### src/rtl/iob_fifo2stream_pkg.sv
// iob_fifo2stream_pkg: occupancy type and constants shared by the FIFO drain stage.
package iob_fifo2stream_pkg;

    typedef logic [1:0] occ_t;

    localparam occ_t OCC_EMPTY = 2'd0;
    localparam occ_t OCC_ONE   = 2'd1;
    localparam occ_t OCC_FULL  = 2'd2;

endpackage

### src/rtl/iob_skid_buf2.sv
// iob_skid_buf2: 2-entry valid/ready buffer with head/tail pointers and occupancy output.
module iob_skid_buf2
    import iob_fifo2stream_pkg::*;
#(
    parameter int DATA_W = 32
) (
    input  logic              clk,
    input  logic              rst,
    input  logic              wr_i,
    input  logic [DATA_W-1:0] wr_data_i,
    input  logic              rd_i,
    output logic [DATA_W-1:0] rd_data_o,
    output logic              valid_o,
    output occ_t              occ_o
);

    logic [DATA_W-1:0] mem_q [2];
    logic              head_q;
    logic              tail_q;
    occ_t              occ_q;
    occ_t              occ_d;
    logic              pop;

    assign pop       = rd_i & (occ_q != OCC_EMPTY);
    assign occ_d     = occ_q + (wr_i ? OCC_ONE : OCC_EMPTY) - (pop ? OCC_ONE : OCC_EMPTY);
    assign rd_data_o = mem_q[head_q];
    assign valid_o   = occ_q != OCC_EMPTY;
    assign occ_o     = occ_q;

    always_ff @(posedge clk or negedge rst) begin
        if (!rst) begin
            mem_q[0] <= '0;
            mem_q[1] <= '0;
            head_q   <= 1'b0;
            tail_q   <= 1'b0;
            occ_q    <= OCC_EMPTY;
        end else begin
            if (wr_i) begin
                mem_q[tail_q] <= wr_data_i;
                tail_q        <= ~tail_q;
            end
            if (pop) head_q <= ~head_q;
            occ_q <= occ_d;
        end
    end

endmodule

### src/rtl/iob_fifo2stream.sv
// iob_fifo2stream: drains an async FIFO read port into a valid/ready stream.
// Define IOB_FIFO2STREAM_CNT_EN to add the accepted-word counter (xfer_cnt/cnt_clr).
module iob_fifo2stream
    import iob_fifo2stream_pkg::*;
#(
    parameter int DATA_W = 32,
    parameter int CNT_W  = 16
) (
    input  logic              clk,
    input  logic              rst,
    input  logic              en,
    input  logic              fifo_empty,
    output logic              fifo_read,
    input  logic [DATA_W-1:0] fifo_data,
    output logic [DATA_W-1:0] out_data,
    output logic              out_valid,
    input  logic              out_ready
`ifdef IOB_FIFO2STREAM_CNT_EN
    ,
    output logic [CNT_W-1:0]  xfer_cnt,
    input  logic              cnt_clr
`endif
);

    logic inflight_q;
    logic pop;
    occ_t occ;

    assign pop = out_valid & out_ready;
    // Reserve a slot for the in-flight word so the buffer can never overflow.
    assign fifo_read = rst & en & ~fifo_empty &
                       (({1'b0, occ} + {2'b00, inflight_q}) < ({1'b0, OCC_FULL} + {2'b00, pop}));

    always_ff @(posedge clk or negedge rst) begin
        if (!rst) inflight_q <= 1'b0;
        else      inflight_q <= fifo_read;
    end

    iob_skid_buf2 #(.DATA_W(DATA_W)) u_buf (
        .clk       (clk),
        .rst       (rst),
        .wr_i      (inflight_q),
        .wr_data_i (fifo_data),
        .rd_i      (out_ready),
        .rd_data_o (out_data),
        .valid_o   (out_valid),
        .occ_o     (occ)
    );

`ifdef IOB_FIFO2STREAM_CNT_EN
    logic [CNT_W-1:0] cnt_q;
    logic [CNT_W-1:0] cnt_d;

    assign cnt_d    = cnt_clr ? '0 : cnt_q + CNT_W'(pop);
    assign xfer_cnt = cnt_q;

    always_ff @(posedge clk or negedge rst) begin
        if (!rst) cnt_q <= '0;
        else      cnt_q <= cnt_d;
    end
`endif

endmodule
### config.mk
export PLATFORM = sky130hd
export DESIGN_NAME = iob_fifo2stream
export DESIGN_NICKNAME = d
export VERILOG_FILES = /design/src/rtl/iob_fifo2stream_pkg.sv /design/src/rtl/iob_skid_buf2.sv /design/src/rtl/iob_fifo2stream.sv
export SDC_FILE = /design/constraint.sdc
export NUM_CORES = 1
export LEC_CHECK = 0
export CAP_MARGIN = 20
export CORE_UTILIZATION = 45
export CTS_CLUSTER_DIAMETER = 30
export DETAILED_ROUTE_END_ITERATION = 6
export PLACE_DENSITY = 0.8
export SKIP_CTS_REPAIR_TIMING = 1
export SLEW_MARGIN = 20
export SYNTH_ARGS = -nofsm -noshare
export SYNTH_HDL_FRONTEND = slang
export SYNTH_SLANG_ARGS = --single-unit
### constraint.sdc
create_clock -name clk -period 2.2 [get_ports clk]
set_input_delay 0.22 -clock clk [delete_from_list [all_inputs] [get_ports clk]]
set_output_delay 0.22 -clock clk [all_outputs]
set_load 0.01 [all_outputs]
======== Yosys cells after proc, flatten, opt, wreduce, memory -nomap -nowiden ========
Index checks and enable logic that the tools add are counted.
storage, ports and cells
  bits in registers ....................... 69
  bits in latches ......................... 0
  bits in writable memories ............... 0
  bits in read-only memories .............. 0
  bits of input ports ..................... 37
  word-level logic and storage cells ...... 33
  memories ................................ 0
operators by class
  add/subtract/negate cells ............... 4
  multiply operators ...................... 0
  div/mod/pow operators ................... 0
  magnitude comparators ................... 4
  equality and inequality tests ........... 0
  shift operators ......................... 0
  mux-type cells .......................... 8
  bitwise logic cells ..................... 9
  reduce and logical (&&, ||, !) cells .... 2
operators with widths
  kind                                                         count
  2-to-1 mux 32 bit                                            4
  bitwise mux 64 bit                                           1
  demux 32 bit (select 1 bit)                                  1
  AND 1 bit                                                    4
  >= comparator 2 bit (second input constant)                  2
  inverter 1 -> 2 bit                                          2
  adder 2 x 1 -> 3 bit                                         1
  adder 2 x 1 -> 3 bit (first input constant)                  1
  less-than comparator 3 bit                                   1
  inverter 1 bit                                               3
  adder 2 bit                                                  1
  less-than comparator 2 x 1 -> 1 bit (second input constant)  1
  2-to-1 mux 1 bit                                             2
  nonzero test 2 bit                                           1
  subtractor 2 bit                                             1
  logical AND 1 bit                                            1

======== Longest topological paths before layout ========
  depth in word-level cells ............... 6
  mapped depth ............................ 7

======== Cells and area by module ========
A second synthesis with hierarchy kept.
unflattened totals
  cell total of the unflattened synthesis .. 193
  area, all modules ....................... 3076.7 sq um
modules (own cells, without submodules)
  module           instances  cells an instance  area each (sq um)  sequential area each (sq um)
  iob_skid_buf2    1          187                2987.9             1701.6
  iob_fifo2stream  1          6                  88.8               25.0

======== Worst setup path after synthesis ========
OpenSTA, ideal clock, no wires.
  path kind ............................... reg-to-output
  from .................................... reg inflight_q
  to ...................................... out fifo_read
  arrival time ............................ 1.415 ns
  path slack .............................. 0.565 ns
  cell stages (with the launch flop) ...... 5
  path buffers ............................ 0
  cell sequence ........................... dfrtp_1 ha_1 ha_1 o21ai_0 nor4b_1
on the way
  longest elaborated chain between the ends .. 3
RTL lines
  element                     RTL line               source
  start, declared             iob_fifo2stream.sv:25  logic inflight_q;
  start signal, assigned      iob_fifo2stream.sv:36  else inflight_q <= fifo_read;
  adder 2 x 1 -> 3 bit        iob_fifo2stream.sv:32  (({1'b0, occ} + {2'b00, inflight_q}) < ({1'b0, OCC_FULL} + {2'b00, pop}));
  less-than comparator 3 bit  iob_fifo2stream.sv:32
  AND 1 bit                   iob_fifo2stream.sv:31  assign fifo_read = rst & en & ~fifo_empty &
  end, declared               iob_fifo2stream.sv:13  output logic fifo_read,
Every way passes these cells.

======== Worst setup path in the final report ========
  from .................................... reg u_buf.head_q
  to ...................................... out out_data[0]
on the way
  longest elaborated chain between the ends .. 4
RTL lines
  element                                               RTL line               source
  start, declared                                       iob_skid_buf2.sv:18    logic head_q;
  start signal, assigned                                iob_skid_buf2.sv:42    if (pop) head_q <= ~head_q;
  inverter 1 -> 2 bit (implied by the code)             iob_skid_buf2.sv:26    assign rd_data_o = mem_q[head_q];
  2-to-1 mux 32 bit (implied by the code) (3 in a row)  iob_skid_buf2.sv:26
  end, declared                                         iob_fifo2stream.sv:15  output logic [DATA_W-1:0] out_data,
Every way passes these cells. The select of a mux whose other input is x is not followed.

==> metrics <==
layout cells sized above 1 45.0%; largest net degree at the start of global routing 70; initial antenna violation count 0; Die ar. 7130 um2; fin crit period 2040 ps; syn_nets 235; largest stage delay on the critical path 500 ps; final instance area 4110 um2; HP Class input port to asynchronous set/reset pin; syn_area_per_cell 15.8 um2; first-pass GRT wire length 9.21 mm; P&R area growth vs syn 34.3%; drt drc 8; CTS Root Buffer Type clkbuf_8; total track usage 17.2%; Final ANT Viol Nets 0; failing checks design-rule violations; Reg clk slew, reported paths 80 ps; DP HPWL 3.72 mm; post-synth top area cell dfrtp_1; final setup skew 10.2 ps; Power Density 1520 nW/um2; Synth top area share 56.5%; pre-CTS WS 124 ps; RSZ-0062 raised after global routing no; I/O Buffers 70; WP buf/inv 2; DR iter-0 viols 88; post-DR wirelength/cell 15.9 um; cell count after synthesis 194; number of buffers created by CTS 9; DR vias 1815; fill count 507; Pleak 1.77 nW; fin worst setup slack 164 ps; Ports 71; DR vias/cell 5.11; worst vdd ir 810 uV; Overall Power 6.26 mW; final core occ 63.6%; register bit total from synthesis 69; iteration count of the initial detailed-routing pass 7; Arr. time, crit path 1820 ps; Area contributors post-synth dfrtp_1 56%, mux2_2 32%, mux2_4 3.9%; Final nets 314; n_diodes 0; htree depth 3; CP required 1980 ps; RePlAce Congestion 0.712; core area 6460 um2; Slew Limit Fails 0; area post-placement 3840 um2; Max Cap Viol 0; Crit. End Element output port; Final Hold Fails 0; CP Class register to output port; final worst path period share 92.6%; measured slew at the worst slew-check pin 862 ps; CP max FO 17; Final setup viols 0; Max clock buf depth 2; outcome finished, violations left; Worst path slowest cell clkdlybuf4s50_1; Row Count 29; CTS tree built; area of the mapped netlist 3060 um2; WL final 5.63 mm; global route overflow 0; critical-path cell list buf_4 > mux2_2 > clkdlybuf4s50_1; f_max 0.491 GHz; Worst slew margin 42.5%; clk_lat worst skew 340 ps; Syn. warnings 0; CP top delay family buffers and inverters; sequential share of the synthesized area 56.5%; Initial Util 47.3%; Die Span X 84.4 um; CP startpoint kind register; CTS sink count 69; vias in the first global route 1945; die height 84.4 um; post-synth cell types 15
-- metrics by stage --
stage | setup TNS (ps) | hold slack (ps) | std cells
floorplan | 0 | -75.6 | 194
detailed placement | 0 | 487 | 339
global route | 0 | 188 | 355
global placement | 0 | 481 | 339
finish | 0 | 114 | 355
CTS | -244 | 152 | 355
-- cell type report --
| cell class | count | area (um2) | share of cell area, % |
|---|---|---|---|
| flip-flops and latches | 69 | 1730 | 42.1 |
| multi-input cells | 111 | 1260 | 30.6 |
| repair buffers | 79 | 766 | 18.7 |
| clock buffers | 9 | 124 | 3.02 |
| clock inverters | 7 | 124 | 3.02 |
| well taps | 77 | 96.3 | 2.35 |
| inverters | 3 | 11.3 | 0.274 |
-- cells by family after synthesis --
family / Yosys count / synth area share [%]
muxes: 96 / 36.3
DFF: 69 / 56.5
buffers and inverters: 14 / 3.11
and+or+nand+nor: 5 / 0.942
xor gates and xnor gates: 4 / 1.15
adders and majority gates: 4 / 1.64
AOI/OAI and AO/OA: 2 / 0.327
-- report_power, final --
group	internal, mW	total, mW	switching, mW
clock network	0.758	1.26	0.498
registers	1.90	2.20	0.301
logic	1.84	2.80	0.961
total	4.50	6.26	1.76
-- cell usage in the layout (no fill, tap or decap) --
master and instances:
clkinvlp_4 1, mux2_2 88, mux2_4 8, clkinv_4 3, dlymetal6s2s_1 1, clkbuf_8 9
xnor2_1 3, or2_2 1, dfrtp_1 69, buf_4 9, o21ai_0 2, clkdlybuf4s50_1 68
bufinv_16 3, nor2b_4 1, buf_2 1, nand2_1 2, nor4b_4 1, xor2_1 1
inv_1 3, ha_1 4
-- path summary, 6_finish.rpt --
check | from | to | slack, ps | cells past startpoint
max in group asynchronous | rst | u_buf.mem_q[30] | 1500 | 2
min in group clk | rst | inflight_q | 200 | 3
worst max register to register | u_buf.occ_o[1] | u_buf.occ_o[1] | 520 | 8
worst max-delay path | u_buf.head_q | out_data[0] | 160 | 3
worst min-delay path | rst | u_buf.mem_q[49] | 110 | 2
worst min register to register | u_buf.mem_q[22] | u_buf.mem_q[22] | 500 | 1
-- per-layer routing --
| metal | global-route usage [%] | wire length [um] | vias up |
|---|---|---|---|
| met5 | 0 | 0 | - |
| met4 | 7.86 | 96 | 0 |
| met3 | 6.00 | 400 | 11 |
| met2 | 27.4 | 2650 | 50 |
| met1 | 21.2 | 2480 | 912 |
| li1 | - | - | 842 |
-- state kept, by name, summed over array words and instances (netlist names) --
signal and cells:
inflight_q 1, u_buf.head_q 1, u_buf.occ_o 2, u_buf.tail_q 1
u_buf.mem_q 64
-- synthesized netlist by cell type (all sizes together) --
master  count
inv         3
ha          4
nor2b       1
or2         1
buf        11
nor4b       1
mux2       96
dfrtp      69
xnor2       3
xor2        1
o21ai       2
nand2       2
Power figures use the tool's default switching activity.
